**src/rtl/ns3_readout_pkg.sv**
```systemverilog
// Shared types and default sizes for the sample readout controller.
// Optional feature macro: MINMAX_PAIR_EN (min/max pair tagging).
package ns3_readout_pkg;

  localparam int ADDR_W_DEF = 10;
  localparam int DATA_W_DEF = 8;

  typedef enum logic [2:0] {
    IDLE,
    FETCH,
    WAIT,
    HOLD,
    FINISH
  } state_t;

endpackage

```
**src/rtl/readout_addr_gen.sv**
```systemverilog
// Wrapping read-address counter with a remaining-sample down-counter.
// Optional feature macro: none (see sample_readout_ctrl for MINMAX_PAIR_EN).
module readout_addr_gen #(
  parameter int ADDR_W = 10
) (
  input  logic              clk,
  input  logic              rst,
  input  logic              load,
  input  logic              step,
  input  logic [ADDR_W-1:0] start_addr,
  input  logic [ADDR_W:0]   length,
  output logic [ADDR_W-1:0] addr,
  output logic              zero,
  output logic              last
);

  logic [ADDR_W:0] rem;

  // Address wraps naturally at 2^ADDR_W through truncation.
  always_ff @(posedge clk) begin
    if (rst) begin
      addr <= '0;
      rem  <= '0;
    end else if (load) begin
      addr <= start_addr;
      rem  <= length;
    end else if (step) begin
      addr <= addr + ADDR_W'(1);
      rem  <= rem - (ADDR_W+1)'(1);
    end
  end

  assign zero = (rem == '0);
  assign last = (rem == (ADDR_W+1)'(1));

endmodule

```
**src/rtl/sample_readout_ctrl.sv**
```systemverilog
// Sample-memory readout FSM with valid/ready host handshake.
// Optional feature macro: MINMAX_PAIR_EN (min/max pair tagging).
module sample_readout_ctrl
  import ns3_readout_pkg::*;
#(
  parameter int ADDR_W = ADDR_W_DEF,
  parameter int DATA_W = DATA_W_DEF
) (
  input  logic              CLK,
  input  logic              RST,
  input  logic              START_RD,
  input  logic [ADDR_W-1:0] START_ADDR,
  input  logic [ADDR_W:0]   LENGTH,
  output logic [ADDR_W-1:0] RAM_ADDR,
  output logic              RAM_RD_EN,
  input  logic [DATA_W-1:0] RAM_DATA,
  output logic [DATA_W-1:0] DATA_OUT,
  output logic              DATA_VALID,
  input  logic              DATA_READY,
  output logic              BUSY,
  output logic              DONE,
  output logic              MIN_MAX_SEL
);

  state_t state;
  state_t state_nx;

  logic              load;
  logic              step;
  logic              zero;
  logic              last;
  logic [ADDR_W:0]   len_eff;
  logic [DATA_W-1:0] data_q;

  readout_addr_gen #(
    .ADDR_W(ADDR_W)
  ) u_addr_gen (
    .clk       (CLK),
    .rst       (RST),
    .load      (load),
    .step      (step),
    .start_addr(START_ADDR),
    .length    (len_eff),
    .addr      (RAM_ADDR),
    .zero      (zero),
    .last      (last)
  );

`ifdef MINMAX_PAIR_EN
  logic acc_odd;
  logic sel_q;

  // Odd lengths get one extra sample so min/max always come in pairs.
  assign len_eff = LENGTH + (ADDR_W+1)'(LENGTH[0]);

  always_ff @(posedge CLK) begin
    if (RST) begin
      acc_odd <= 1'b0;
      sel_q   <= 1'b0;
    end else begin
      if (load)
        acc_odd <= 1'b0;
      else if (step)
        acc_odd <= ~acc_odd;
      if (state == WAIT)
        sel_q <= acc_odd;
    end
  end

  assign MIN_MAX_SEL = sel_q;
`else
  assign len_eff     = LENGTH;
  assign MIN_MAX_SEL = 1'b0;
`endif

  always_ff @(posedge CLK) begin
    if (RST)
      state <= IDLE;
    else
      state <= state_nx;
  end

  always_ff @(posedge CLK) begin
    if (RST)
      data_q <= '0;
    else if (state == WAIT)
      data_q <= RAM_DATA;
  end

  assign DATA_OUT = data_q;

  always_comb begin
    state_nx   = state;
    load       = 1'b0;
    step       = 1'b0;
    RAM_RD_EN  = 1'b0;
    DATA_VALID = 1'b0;
    BUSY       = 1'b1;
    DONE       = 1'b0;
    unique case (state)
      IDLE: begin
        BUSY = 1'b0;
        if (START_RD) begin
          load     = 1'b1;
          state_nx = (len_eff == '0) ? FINISH : FETCH;
        end
      end
      FETCH: begin
        RAM_RD_EN = 1'b1;
        state_nx  = WAIT;
      end
      WAIT: begin
        state_nx = HOLD;
      end
      HOLD: begin
        DATA_VALID = 1'b1;
        if (DATA_READY) begin
          step     = 1'b1;
          state_nx = (last || zero) ? FINISH : FETCH;
        end
      end
      FINISH: begin
        DONE     = 1'b1;
        state_nx = IDLE;
      end
      default: begin
        state_nx = IDLE;
      end
    endcase
  end

endmodule
```
**config.mk**
```make
export PLATFORM = sky130hd
export DESIGN_NAME = sample_readout_ctrl
export DESIGN_NICKNAME = d
export VERILOG_FILES = /design/src/rtl/ns3_readout_pkg.sv /design/src/rtl/readout_addr_gen.sv /design/src/rtl/sample_readout_ctrl.sv
export SDC_FILE = /design/constraint.sdc
export NUM_CORES = 1
export LEC_CHECK = 0
export BUFFER_PORTS_ARGS = -buffer_cell sky130_fd_sc_hd__buf_2
export CORE_UTILIZATION = 45
export DETAILED_ROUTE_END_ITERATION = 16
export GPL_TIMING_DRIVEN = 1
export PLACE_DENSITY = 0.7
export REMOVE_ABC_BUFFERS = 1
export SYNTH_ARGS = -nofsm -noshare
export SYNTH_HDL_FRONTEND = slang
export SYNTH_HIERARCHICAL = 1
export SYNTH_SLANG_ARGS = --single-unit
```
**constraint.sdc**
```tcl
create_clock -name CLK -period 2.3 [get_ports CLK]
set_input_delay 0 -clock CLK [delete_from_list [all_inputs] [get_ports CLK]]
set_output_delay 0 -clock CLK [all_outputs]
set_load 0.01 [all_outputs]
```
==> impl_metrics.env <==
export IMPL_first_pass_iters=4
export IMPL_critPathLaunchType="register"
export IMPL_vias_per_cell=5.13
export IMPL_holdCritStartpoint="LENGTH[0]"
export IMPL_synthArstFlopShare_pct=0
export IMPL_antenna_left=0
export IMPL_numClockSinks=32
export IMPL_hold_path_class="in2reg"
export IMPL_drt_iter0_markers=70
export IMPL_clock_fmax_mhz=523
export IMPL_grt_overflow_total=0
export IMPL_synthToLayoutAreaGrowth_pct=28.8
export IMPL_dp_cells=295
export IMPL_dp_hpwl_um=2620
export IMPL_wl_per_cell_um=12.4
export IMPL_cts_made_buffers=5
export IMPL_cellLeakagePower_uw=0.000978
export IMPL_fillCellCount=362
export IMPL_grt_setup_unrepaired="false"
export IMPL_synth_seq_cells=32
export IMPL_start_util_pct=47.7
export IMPL_end_kind="register"
export IMPL_coreArea_um2=3740
export IMPL_drive_gt1_share_pct=28.4
export IMPL_grt_pass1_vias=1501
export IMPL_die_height_um=65.0
export IMPL_dieWidth_um=65.0
export IMPL_yosysTopAreaCell="dfxtp_1"
export IMPL_ctsResizeCount=0
export IMPL_synth_cells=204
export IMPL_final_cells=319
export IMPL_cts_tree="done"
export IMPL_clock_path_buffers=2
export IMPL_netlist_area_um2=1790
export IMPL_utilization_pct=61.5
export IMPL_clock_latency_ps=280
export IMPL_place_congestion=0.766
export IMPL_worstPathMaxFanout=14
export IMPL_cp_startpoint="state[0]$_SDFFE_PP0P_"
export IMPL_maxSlewViolCount=0
export IMPL_placed_area_um2=2050
export IMPL_diodes=0
export IMPL_ys_types=47
export IMPL_clk_pin_slew_ps=70
export IMPL_grt_first_pass_wirelength_um=6500
export IMPL_outcome="complete, no violations"
export IMPL_netlist_top_cells_count="32 x dfxtp_1, 23 x nor2_1, 17 x a21oi_1"
export IMPL_tns_ps=0
export IMPL_synth_most_common_cell="dfxtp_1"
export IMPL_yosys_top_cells_area="dfxtp_1 36%, mux2i_1 6.7%, nor2_1 4.8%, a21oi_1 4.8%, nor3b_1 4.6%"
export IMPL_worstMarginPinSlew_ps=584
export IMPL_fin_crit_sh_pct=83.2
export IMPL_setup_violations=0
export IMPL_drv_cap=0
export IMPL_fp_row_count=22
export IMPL_yosys_warnings=6
export IMPL_drt_wl_total_um=3960
export IMPL_p_per_area_nw_per_um2=653
export IMPL_final_area_um2=2300
export IMPL_worst_ep_arrival_time_ps=2120
export IMPL_finalNetCount=306
export IMPL_die_area_um2=4230
export IMPL_placement_io_buffers=54
export IMPL_ctsHoldBuffers=16
export IMPL_synth_main_ff_cell="dfxtp_1"
export IMPL_ys_seq_area_share_pct=35.9
export IMPL_critical_path_class="reg2reg"
export IMPL_grt_max_degree=33
export IMPL_htreeDepth=2
export IMPL_cts_root_buf="clkbuf_8"
export IMPL_drc=0
export IMPL_synth_top_cell_area_share_pct=35.9
export IMPL_cts_setup_buffers=0
export IMPL_maxSlewHeadroom_pct=61.1
export IMPL_whs_ps=5.23
export IMPL_antenna_found_initial=0
export IMPL_pin_count=56
export IMPL_min_period_ps=1910
export IMPL_required_ps=2500
export IMPL_grt_total_usage_pct=19.9
export IMPL_fin_skew_ps=3.31
export IMPL_final_hold_viol_count=0
export IMPL_synth_edff_count=0
export IMPL_avgSynthCellArea_um2=8.76
export IMPL_ir_worst_vdd_uv=423
export IMPL_r2r_start="state[0]$_SDFFE_PP0P_"
export IMPL_via_count=1636
## cells in the final DEF (no fill, tap or decap), drive strengths merged, types with 8 or more instances in the layout
cell type,Yosys,layout
a21oi,17,17
buf,9,58
dfxtp,32,32
dlygate4sd3,0,16
mux2i,12,12
nand4,10,10
nor2,23,23
nor3b,13,13
xnor2,9,9
xor2,8,8
## worst paths after layout
check | depth (start not counted) | end | slack, ps
worst max-delay path | 5 | u_addr_gen/rem[7]$_SDFFE_PP0P_ | 390
worst min-delay path | 3 | u_addr_gen/rem[0]$_SDFFE_PP0P_ | 5
worst max register to register | 5 | u_addr_gen/rem[7]$_SDFFE_PP0P_ | 390
worst min register to register | 2 | DATA_OUT[4]$_SDFFE_PP0P_ | 490
## stage by stage
step	worst slack, ps	total power (µW)
final	387	1500
after global routing	251	1600
after CTS	372	1520
after floorplan	260	935
after detailed placement	392	1060
after global placement	457	1060
## sequential cells by signal (all words and copies together), names as in the netlist
register / flops
u_addr_gen/rem: 11
u_addr_gen/addr: 10
DATA_OUT: 8
state: 3
## layer usage
layer | up-vias | share of wire (%) | global-route usage, %
met4 | 0 | 0 | 5.71
met2 | 37 | 47 | 33.6
met5 | - | 0 | 0
met1 | 740 | 48 | 24.7
li1 | 859 | - | -
met3 | 0 | 4.6 | 5.28
## cell families after synthesis
group,count (synthesis),synth area share [%]
AO/OA/AOI/OAI,40,13.6
adder cells (fa/ha/maj),3,2.10
XOR/XNOR,17,8.33
AND/OR/NAND/NOR,77,26.5
multiplexers,12,6.72
flip-flops,32,35.9
other,1,0.210
buffers and inverters,22,6.72
## worst max-delay path, stage by stage, from the launching register on
cell and delay [ps]:
dfxtp_1 500, and3b_2 250, and2_1 150, buf_4 210
or3b_2 550, o22ai_1 190
## area by class of cell
type	count	area (µm²)	area share, %
sequential	32	641	27.8
clock buffer	5	68.8	2.99
clock inverter	3	18.8	0.816
timing repair buffer	74	460	20.0
inverter	7	26.3	1.14
tap	48	60.1	2.61
multi-input combinational	150	1030	44.6
## where the power goes
group,total [µW],switching (µW),internal (µW)
Clock,427,216,211
Sequential,678,70.5,607
Combinational,397,195,202
Note: power is estimated with default switching activity, not from simulation.
